**src/rtl/btn_cond_pkg.sv**
```systemverilog
// Shared constants for the five-button conditioner: button indices, direction codes
// and the default debounce period.
package btn_cond_pkg;

  // Bit positions of each button in btn_lvl / btn_press.
  localparam int unsigned BTN_U   = 0;
  localparam int unsigned BTN_D   = 1;
  localparam int unsigned BTN_L   = 2;
  localparam int unsigned BTN_R   = 3;
  localparam int unsigned BTN_C   = 4;
  localparam int unsigned NUM_BTN = 5;

  // One-hot direction codes presented on dir_req.
  localparam logic [3:0] DIR_UP    = 4'b1000;
  localparam logic [3:0] DIR_DOWN  = 4'b0100;
  localparam logic [3:0] DIR_LEFT  = 4'b0010;
  localparam logic [3:0] DIR_RIGHT = 4'b0001;
  localparam logic [3:0] DIR_NONE  = 4'b0000;

  // 10 ms at 100 MHz.
  localparam int unsigned DB_LIMIT_DEFAULT = 1_000_000;

  // Map simultaneous direction pulses to one code, up > down > left > right.
  function automatic logic [3:0] dir_select(input logic [3:0] dir_press);
    logic [3:0] dir;
    dir = DIR_NONE;
    if (dir_press[BTN_U])      dir = DIR_UP;
    else if (dir_press[BTN_D]) dir = DIR_DOWN;
    else if (dir_press[BTN_L]) dir = DIR_LEFT;
    else if (dir_press[BTN_R]) dir = DIR_RIGHT;
    return dir;
  endfunction

endpackage

```
**src/rtl/btn_debounce.sv**
```systemverilog
// Single-button channel: 2-flop synchroniser, stability counter, debounced level and
// one-cycle rising-edge pulse.
module btn_debounce import btn_cond_pkg::*; #(
  parameter int unsigned DB_LIMIT = DB_LIMIT_DEFAULT,
  parameter int unsigned CNT_W    = 20
) (
  input  logic clk_i,
  input  logic rst_ni,
  input  logic btn_raw_i,
  output logic lvl_o,
  output logic press_o
);

  // Last count before the stable value is allowed to change.
  localparam logic [CNT_W-1:0] LimitM1 = CNT_W'(DB_LIMIT - 1);

  logic             sync1_q, sync2_q;
  logic             stable_q, stable_d;
  logic [CNT_W-1:0] cnt_q, cnt_d;
  logic             press_q, press_d;

  // Count consecutive disagreeing cycles; adopt the new value once the run is long enough.
  always_comb begin
    stable_d = stable_q;
    cnt_d    = '0;
    press_d  = 1'b0;
    if (sync2_q != stable_q) begin
      if (cnt_q == LimitM1) begin
        stable_d = sync2_q;
        press_d  = sync2_q; // only a 0->1 change pulses
      end else begin
        cnt_d = cnt_q + 1'b1;
      end
    end
  end

  // Synchroniser and debounce state, synchronous active-low reset.
  always_ff @(posedge clk_i) begin
    if (!rst_ni) begin
      sync1_q  <= 1'b0;
      sync2_q  <= 1'b0;
      stable_q <= 1'b0;
      cnt_q    <= '0;
      press_q  <= 1'b0;
    end else begin
      sync1_q  <= btn_raw_i;
      sync2_q  <= sync1_q;
      stable_q <= stable_d;
      cnt_q    <= cnt_d;
      press_q  <= press_d;
    end
  end

  assign lvl_o   = stable_q;
  assign press_o = press_q;

endmodule

```
**src/rtl/btn_cond.sv**
```systemverilog
// Five push-button conditioner: debounces each button, latches the last requested
// direction and toggles a pause flag from the centre button.
module btn_cond import btn_cond_pkg::*; #(
  parameter int unsigned DB_LIMIT = DB_LIMIT_DEFAULT,
  parameter int unsigned CNT_W    = 20
) (
  input  logic       clk,
  input  logic       rst,
  input  logic       btn_u,
  input  logic       btn_d,
  input  logic       btn_l,
  input  logic       btn_r,
  input  logic       btn_c,
  output logic [4:0] btn_lvl,
  output logic [4:0] btn_press,
  output logic [3:0] dir_req,
  output logic       pause
);

  logic [NUM_BTN-1:0] btn_raw;
  logic [3:0]         dir_sel;
  logic [3:0]         dir_req_q, dir_req_d;
  logic               pause_q, pause_d;

  assign btn_raw = {btn_c, btn_r, btn_l, btn_d, btn_u};

  for (genvar i = 0; i < NUM_BTN; i++) begin : g_chan
    btn_debounce #(
      .DB_LIMIT (DB_LIMIT),
      .CNT_W    (CNT_W)
    ) u_db (
      .clk_i     (clk),
      .rst_ni    (rst),
      .btn_raw_i (btn_raw[i]),
      .lvl_o     (btn_lvl[i]),
      .press_o   (btn_press[i])
    );
  end

  // Direction is only replaced by a new direction press; centre press toggles pause.
  always_comb begin
    dir_sel   = dir_select(btn_press[3:0]);
    dir_req_d = (dir_sel != DIR_NONE) ? dir_sel : dir_req_q;
    pause_d   = pause_q ^ btn_press[BTN_C];
  end

  // Direction latch and pause flag, synchronous active-low reset.
  always_ff @(posedge clk) begin
    if (!rst) begin
      dir_req_q <= DIR_NONE;
      pause_q   <= 1'b0;
    end else begin
      dir_req_q <= dir_req_d;
      pause_q   <= pause_d;
    end
  end

  assign dir_req = dir_req_q;
  assign pause   = pause_q;

endmodule

```
**config.mk**
```make
export PLATFORM = sky130hd
export DESIGN_NAME = btn_cond
export DESIGN_NICKNAME = d
export VERILOG_FILES = /design/src/rtl/btn_cond_pkg.sv /design/src/rtl/btn_debounce.sv /design/src/rtl/btn_cond.sv
export SDC_FILE = /design/constraint.sdc
export NUM_CORES = 1
export LEC_CHECK = 0
export ABC_AREA = 1
export BUFFER_PORTS_ARGS = -buffer_cell sky130_fd_sc_hd__buf_2
export CAP_MARGIN = 10
export CORE_MARGIN = 1
export CORE_UTILIZATION = 55
export DETAILED_ROUTE_END_ITERATION = 7
export GPL_TIMING_DRIVEN = 1
export PLACE_DENSITY = 0.72
export SLEW_MARGIN = 30
export SYNTH_ARGS = -nofsm -noshare
export SYNTH_HDL_FRONTEND = slang
export SYNTH_SLANG_ARGS = --single-unit
```
**constraint.sdc**
```tcl
create_clock -name clk -period 2 [get_ports clk]
set_input_delay 0 -clock clk [delete_from_list [all_inputs] [get_ports clk]]
set_output_delay 0 -clock clk [all_outputs]
set_load 0.1 [all_outputs]
```
==> results of run 1 <==
what timing repair did:
item	CTS	global route
hold buffers	6	0
hold endpoints to repair	10	0
setup buffers	0	0
resized for setup	0	0
layout by cell type, fill, tap and decap left out, types with 3 or more instances in the layout:
cell           netlist  final
clkbuf_8             0      4
clkbuf_16            0     17
bufinv_16            0      3
xnor2_1             13     13
dfxtp_1            125    125
ha_1                 5      5
buf_4               11      3
xor2_1              28     28
and2_1               3      3
nand3_1             60     60
nand2_1            224    224
inv_1              107    107
or2_2                5      5
nor2_1             200    200
clkinv_2             0      4
inv_2                3      3
o21ai_0             13     13
a21oi_1             41     41
nand3_2             10     10
nand3b_1             4      4
buf_2                2     21
nand4_1             30     30
dlygate4sd3_1        0      6
nor2_2              22     22
nand2_2              4      4
nor3_1              15     15
nor2_4               6      6
nand2_4              5      5
clkbuf_1             1      3
metrics by stage:
| stage | cell area (um2) | instances | hold WS [ps] | power [mW] |
|---|---|---|---|---|
| 2_1_floorplan | 6484 | 953 | 97.63 | 2.613 |
| 3_3_place_gp | 6636 | 1101 | 189.4 | 2.629 |
| 3_5_place_dp | 6636 | 1101 | 191.1 | 2.629 |
| 4_1_cts | 7298 | 1138 | 291.4 | 5.749 |
| 5_1_grt | 7298 | 1138 | 317.4 | 5.864 |
| 6_report | 7298 | 1138 | 294.4 | 5.704 |
worst max-delay path, stage by stage, from the launching register on:
cell     delay [ps]
dfxtp_1         410
ha_1            240
nand3_2         150
nor2_2          190
nand3_2         120
nand2_4         240
a21oi_1          80
layer usage:
layer,vias up,wire length (um),GRT usage
met5,-,0,0
met4,0,216,0.09956
met3,19,477,0.05818
met2,100,6175,0.3793
met1,2556,6366,0.2875
li1,3053,-,-
logic make-up after synthesis:
group	Yosys count	share of synthesized area
and+or+nand+nor	595	0.4155
buffers and inverters	129	0.08742
DFF	125	0.3860
AOI/OAI and AO/OA	58	0.04612
xor gates and xnor gates	41	0.05538
adders and majority gates	5	0.009649
flip-flops by register name, summed over array words and instances, names as in the netlist:
signal / count
g_chan.u_db.sync2_q: 5
g_chan.u_db.lvl_o: 5
dir_req: 4
g_chan.u_db.cnt_q: 100
g_chan.u_db.sync1_q: 5
g_chan.u_db.press_o: 5
pause: 1
how the worst max path moves through the flow:
stage | cells past startpoint | from | slack (ps) | to
3_3_place_gp | 6 | g_chan[0].u_db.cnt_q[0] | 490 | g_chan[0].u_db.cnt_q[5]
2_1_floorplan | 7 | g_chan[0].u_db.cnt_q[0] | 600 | g_chan[0].u_db.cnt_q[11]
5_1_grt | 6 | g_chan[0].u_db.cnt_q[0] | 290 | g_chan[0].u_db.cnt_q[16]
6_report | 6 | g_chan[0].u_db.cnt_q[0] | 430 | g_chan[0].u_db.cnt_q[9]
4_1_cts | 6 | g_chan[0].u_db.cnt_q[0] | 430 | g_chan[0].u_db.cnt_q[9]
3_5_place_dp | 6 | g_chan[0].u_db.cnt_q[0] | 450 | g_chan[0].u_db.cnt_q[9]
power groups by stage:
stage | clock network, mW | registers [mW] | logic, mW
CTS | 3.16 | 2.51 | 0.0723
detailed placement | 0 | 2.57 | 0.0633
floorplan | 0 | 2.56 | 0.0489
global route | 3.27 | 2.51 | 0.0804
finish | 3.12 | 2.51 | 0.0710
global placement | 0 | 2.57 | 0.0630
area by class of cell:
class	instances	area, um2
multi-input combinational	699	3415
timing repair buffer	30	187.7
clock buffer	24	491.7
inverter	110	412.9
tap	143	178.9
sequential	125	2502
fill	1034	4169
clock inverter	7	110.1
==> key figures, run 1 <==
Outcome
  – Outcome: finished clean

Synthesis
  – Syn. warnings: 0
  – Largest cells by area after synthesis: dfxtp_1 (39%), nand2_1 (13%), nor2_1 (12%)
  – Mapped Cells: 953
  – Leading cell types by count after synthesis: nand2_1 (224), nor2_1 (200), dfxtp_1 (125)
  – Synth cell types: 35
  – Cell area after synthesis: 6484 um2
  – Dominant cell type by area after synthesis: dfxtp_1
  – Register area share after synthesis: 0.3860
  – Post-synth top flop: dfxtp_1
  – Most numerous cell in the Yosys netlist: nand2_1
  – Post-Syn Nets: 965
  – Post-synth EDFFs: 0
  – Syn avg cell area: 6.803 um2
  – Ys async rst share: 0
  – Post-synth top area share: 0.3860
  – Number of synthesized register bits: 125

Global route
  – Initial antenna violation count: 0
  – Largest net degree at the start of global routing: 21
  – Vias in the first global route: 5324
  – GR Overflow Total: 0
  – First-pass GRT wire length: 23.13 mm
  – Aggregate global-route resource usage: 0.2313

Critical path
  – WS Path Type: flip-flop to flip-flop
  – Type of origin of the critical path: flip-flop
  – Crit. End Element: flip-flop
  – R2R Path Start: g_chan[0].u_db.cnt_q[0]
  – Crit Path Max Fanout: 19
  – Cells on worst reg2reg path: 6
  – R2r endpoint: g_chan[0].u_db.cnt_q[9]
  – R2r setup slk: 430 ps
  – CP Data Arrival Time: 1860 ps
  – CP required: 2300 ps

Floorplanning
  – DIE AREA: 12230 um2
  – Die Wd: 110.6 um
  – Core ar.: 11470 um2
  – Chip height: 110.6 um
  – IO Pins: 22
  – Initial Util: 0.5654
  – Row count: 39

Cells and area
  – Final Net Count: 995
  – Final core occ: 0.6364
  – Ant diodes: 0
  – Layout cells sized above 1: 0.1116
  – Area grow syn2layout: 12.56%

Placed design
  – Pre-CTS setup slack: 445.8 ps
  – Gpl congestion: 0.8965
  – IO buf count: 21
  – Hpwl dp: 9.614 mm

Power
  – Combinational share of power: 0.012
  – Sw Share: 0.1927
  – Sw Pwr: 1.099 mW
  – Clock Power Share: 0.547
  – Pint: 4.605 mW
  – Reg power frac: 0.441
  – Maximum VDD drop: 0.0006824 V
  – Pwr/cell area: 781.6 nW/um2
  – Leakage power: 2.486 nW

Timing
  – RSZ-0062 raised after global routing: false
  – Post-route minimum period: 1567 ps
  – Final WS setup: 433.2 ps
  – Max-slew headroom: 0.6774
  – Max Slew Vio Count: 0
  – Final setup fails: 0
  – Setup TNS: 0 ps
  – Final worst path period share: 0.7834
  – Fmax: 638.2 MHz
  – Worst clock skew: 4.109 ps
  – Final Hold Fails: 0
  – Least-Margin Pin Slew: 487.2 ps

Routing
  – Routed vias: 5728
  – Routed wire length per instance: 11.63 um
  – WL final: 13.24 mm
  – Post-DRT Antenna Nets: 0
  – Initial DRC Count: 381
  – Pre-antenna DRT Iters: 6
  – Drc violations: 0
  – Post-DR vias/cell: 5.033

Min path
  – Min-Delay Endpoint: g_chan[0].u_db.sync1_q
  – Hold Path Class: input pin to flip-flop
  – Worst Hold Depth: 4
  – Hold path start: btn_u

Clock tree
  – Clk_lat worst skew: 420 ps
  – Worst-path clk slew: 50 ps
  – Root buf cell: clkbuf_16
  – TritonCTS buffer count: 17
  – CTS tree: yes
  – Clock sinks: 125
  – Htree depth: 4
  – Clock Tree Buf Depth: 2

Job
  – Max_cap viols: 0
Power figures use the tool's default switching activity.
==> run 2: changes to the inputs <==
PLACE_DENSITY = 0.75   (was 0.72)
clock period = 1.3 ns   (was 2 ns; I/O delays follow)
==> key figures, run 2 (synthesized netlist as in run 1, its figures left out) <==
Timing
  – Final worst path period share: 1.069 (was 0.7834)
  – Final setup fails: 24 (was 0)
  – Worst clock skew: 8.099 ps (was 4.109 ps)
  – Final WS setup: -90.00 ps (was 433.2 ps)
  – RSZ-0062 raised after global routing: true (was false)
  – Least-Margin Pin Slew: 524.8 ps (was 487.2 ps)
  – Final Hold Fails: 0 (unchanged)
  – Max Slew Vio Count: 0 (unchanged)
  – Post-route minimum period: 1390 ps (was 1567 ps)
  – Setup TNS: -361.6 ps (was 0 ps)
  – Max-slew headroom: 0.6526 (was 0.6774)
  – Fmax: 719.4 MHz (was 638.2 MHz)

Critical path
  – CP Data Arrival Time: 1750 ps (was 1860 ps)
  – CP required: 1660 ps (was 2300 ps)
  – Crit Path Max Fanout: 6 (was 19)
  – Sum of buffers and inverters on the critical path: 0 (unchanged)
  – Type of origin of the critical path: flip-flop (unchanged)
  – Worst path cell trace: nand2_1, nor2_1, nand2_1, nor2_1, nand3_1, a21oi_1 (was ha_1, nand3_2, nor2_2, nand3_2, nand2_4, a21oi_1)
  – Family with the most delay on the worst path: simple AND/OR/NAND/NOR gates (unchanged)
  – Crit. End Element: flip-flop (unchanged)
  – WS Path Type: flip-flop to flip-flop (unchanged)
  – CP max stage delay: 440 ps (was 410 ps)
  – Worst path slowest cell: dfxtp_1 (unchanged)

Clock tree
  – Clock Tree Buf Depth: 2 (unchanged)
  – Worst-path clk slew: 50 ps (about the same)
  – TritonCTS buffer count: 17 (unchanged)
  – CTS tree: yes (unchanged)
  – Root buf cell: clkbuf_16 (unchanged)
  – Clock sinks: 125 (unchanged)
  – Clk_lat worst skew: 430 ps (was 420 ps)
  – Htree depth: 4 (unchanged)

Cells and area
  – Reg with most FFs: g_chan.u_db.cnt_q (unchanged)
  – Largest register FFs: 100 (unchanged)
  – Ant diodes: 0 (unchanged)
  – Seq. cell area: 2594 um2 (was 2502 um2)
  – Fill count: 750 (was 1034)
  – Final Non-Filler Cells: 1245 (was 1138)
  – Final core occ: 0.7774 (was 0.6364)
  – Layout cells sized above 1: 0.3321 (was 0.1116)
  – Multi-input gate area: 4126 um2 (was 3415 um2)
  – Area grow syn2layout: 37.50% (was 12.56%)
  – Commonest non-fill, non-tap cells in the layout: nand2_1 (213), nor2_1 (160), inv_1 (101) (was nand2_1 (224), nor2_1 (200), dfxtp_1 (125))
  – Final Net Count: 1103 (was 995)
  – Final Cell Area: 8915 um2 (was 7298 um2)
  – Commonest non-fill, non-tap cell in the layout: nand2_1 (unchanged)

Routing
  – Drc violations: 0 (unchanged)
  – Initial DRC Count: 553 (was 381)
  – Pre-antenna DRT Iters: 5 (was 6)
  – Routed wire length per instance: 14.22 um (was 11.63 um)
  – Routed vias: 6618 (was 5728)
  – Post-DRT Antenna Nets: 0 (unchanged)
  – WL final: 17.71 mm (was 13.24 mm)
  – Post-DR vias/cell: 5.316 (was 5.033)

Min path
  – Hold Path Class: input pin to flip-flop (unchanged)

Floorplanning
  – DIE AREA: 12230 um2 (unchanged)
  – Die Wd: 110.6 um (unchanged)
  – IO Pins: 22 (unchanged)
  – Initial Util: 0.5654 (unchanged)
  – Chip height: 110.6 um (unchanged)
  – Core ar.: 11470 um2 (unchanged)
  – Row count: 39 (unchanged)

Placed design
  – Hpwl dp: 10.55 mm (was 9.614 mm)
  – Gpl congestion: 0.9138 (was 0.8965)
  – Cell Count Post-Placement: 1178 (was 1101)
  – IO buf count: 21 (unchanged)
  – Placed inst area: 7286 um2 (was 6636 um2)

Global route
  – Aggregate global-route resource usage: 0.2670 (was 0.2313)
  – Largest net degree at the start of global routing: 20 (was 21)
  – First-pass GRT wire length: 26.57 mm (was 23.13 mm)
  – Vias in the first global route: 6013 (was 5324)
  – GR Overflow Total: 0 (unchanged)
  – Initial antenna violation count: 0 (unchanged)

Job
  – Max_cap viols: 0 (unchanged)

Power
  – Leakage power: 3.142 nW (was 2.486 nW)
  – Pwr/cell area: 975.8 nW/um2 (was 781.6 nW/um2)
  – Pwr Total: 8.699 mW (was 5.704 mW)
  – Maximum VDD drop: 0.001579 V (was 0.0006824 V)

Outcome
  – Failing checks: setup timing
  – Outcome: finished with violations (was finished clean)
## run 2: cell types whose count changed in the layout (fill, tap and decap cells not counted), moves of 7 or more
cell / before / now
buf_4: 3 / 97
dfxtp_1: 125 / 70
dfxtp_2: 0 / 46
nor2_1: 200 / 160
nor2_4: 6 / 30
nor2_2: 22 / 38
a21oi_1: 41 / 27
a21oi_2: 0 / 14
nand2_1: 224 / 213
nand3_4: 1 / 12
dfxtp_4: 0 / 9
nand2_2: 4 / 11
nand2_8: 0 / 7
nand3_1: 60 / 53
## run 2: layout make-up
cell class,instances,area share
tap,143,0.02007
inverter,110,0.04688
clock buffer,23,0.05474
timing repair buffer,132,0.1147
clock inverter,7,0.009825
multi-input combinational,705,0.4629
sequential,125,0.2909
## run 2: layer usage
| layer | global-route usage | vias up | wire length (um) |
|---|---|---|---|
| li1 | - | 3290 | - |
| met1 | 0.3312 | 3048 | 7467 |
| met2 | 0.4406 | 229 | 8764 |
| met3 | 0.06476 | 51 | 959 |
| met4 | 0.1147 | 0 | 512 |
| met5 | 0 | - | 0 |
## run 2: through the flow
stage	setup WS, ps	hold WS (ps)
after floorplan	1.579	97.63
after global placement	-22.05	188.4
after detailed placement	-57.60	185.5
after CTS	-33.19	312.7
after global routing	-150.9	346.3
final	-90.00	315.1
## run 2: final timing paths
check	startpoint	endpoint	slack, ps	cells after the start
max	g_chan[3].u_db.cnt_q[13]	g_chan[3].u_db.cnt_q[19]	-90	6
min reg2reg	g_chan[3].u_db.sync1_q	g_chan[3].u_db.sync2_q	420	2
max reg2reg	g_chan[3].u_db.cnt_q[13]	g_chan[3].u_db.cnt_q[19]	-90	6
min	btn_c	g_chan[4].u_db.sync1_q	320	4
## run 2: power breakdown
group	leakage (nW)	internal, mW	total [mW]	switching [mW]
Clock	0.285	2.98	4.67	1.69
Combinational	1.82	0.0784	0.179	0.100
Sequential	1.04	3.83	3.85	0.0137
## run 2: tightest hold or removal path, cell delays in order
cell and delay, ps:
dlygate4sd3_1 520, buf_2 110, nand2_1 40, inv_1 40
## run 2: timing repair
item | 4_1_cts | 5_1_grt
buffers inserted | 4 | 18
gates resized for setup | 38 | 179
endpoints found under the setup margin | 102 | 107
hold endpoints to repair | 9 | 0
hold buffers | 9 | 0
cloned | 3 | 4
pin swaps | 12 | 59
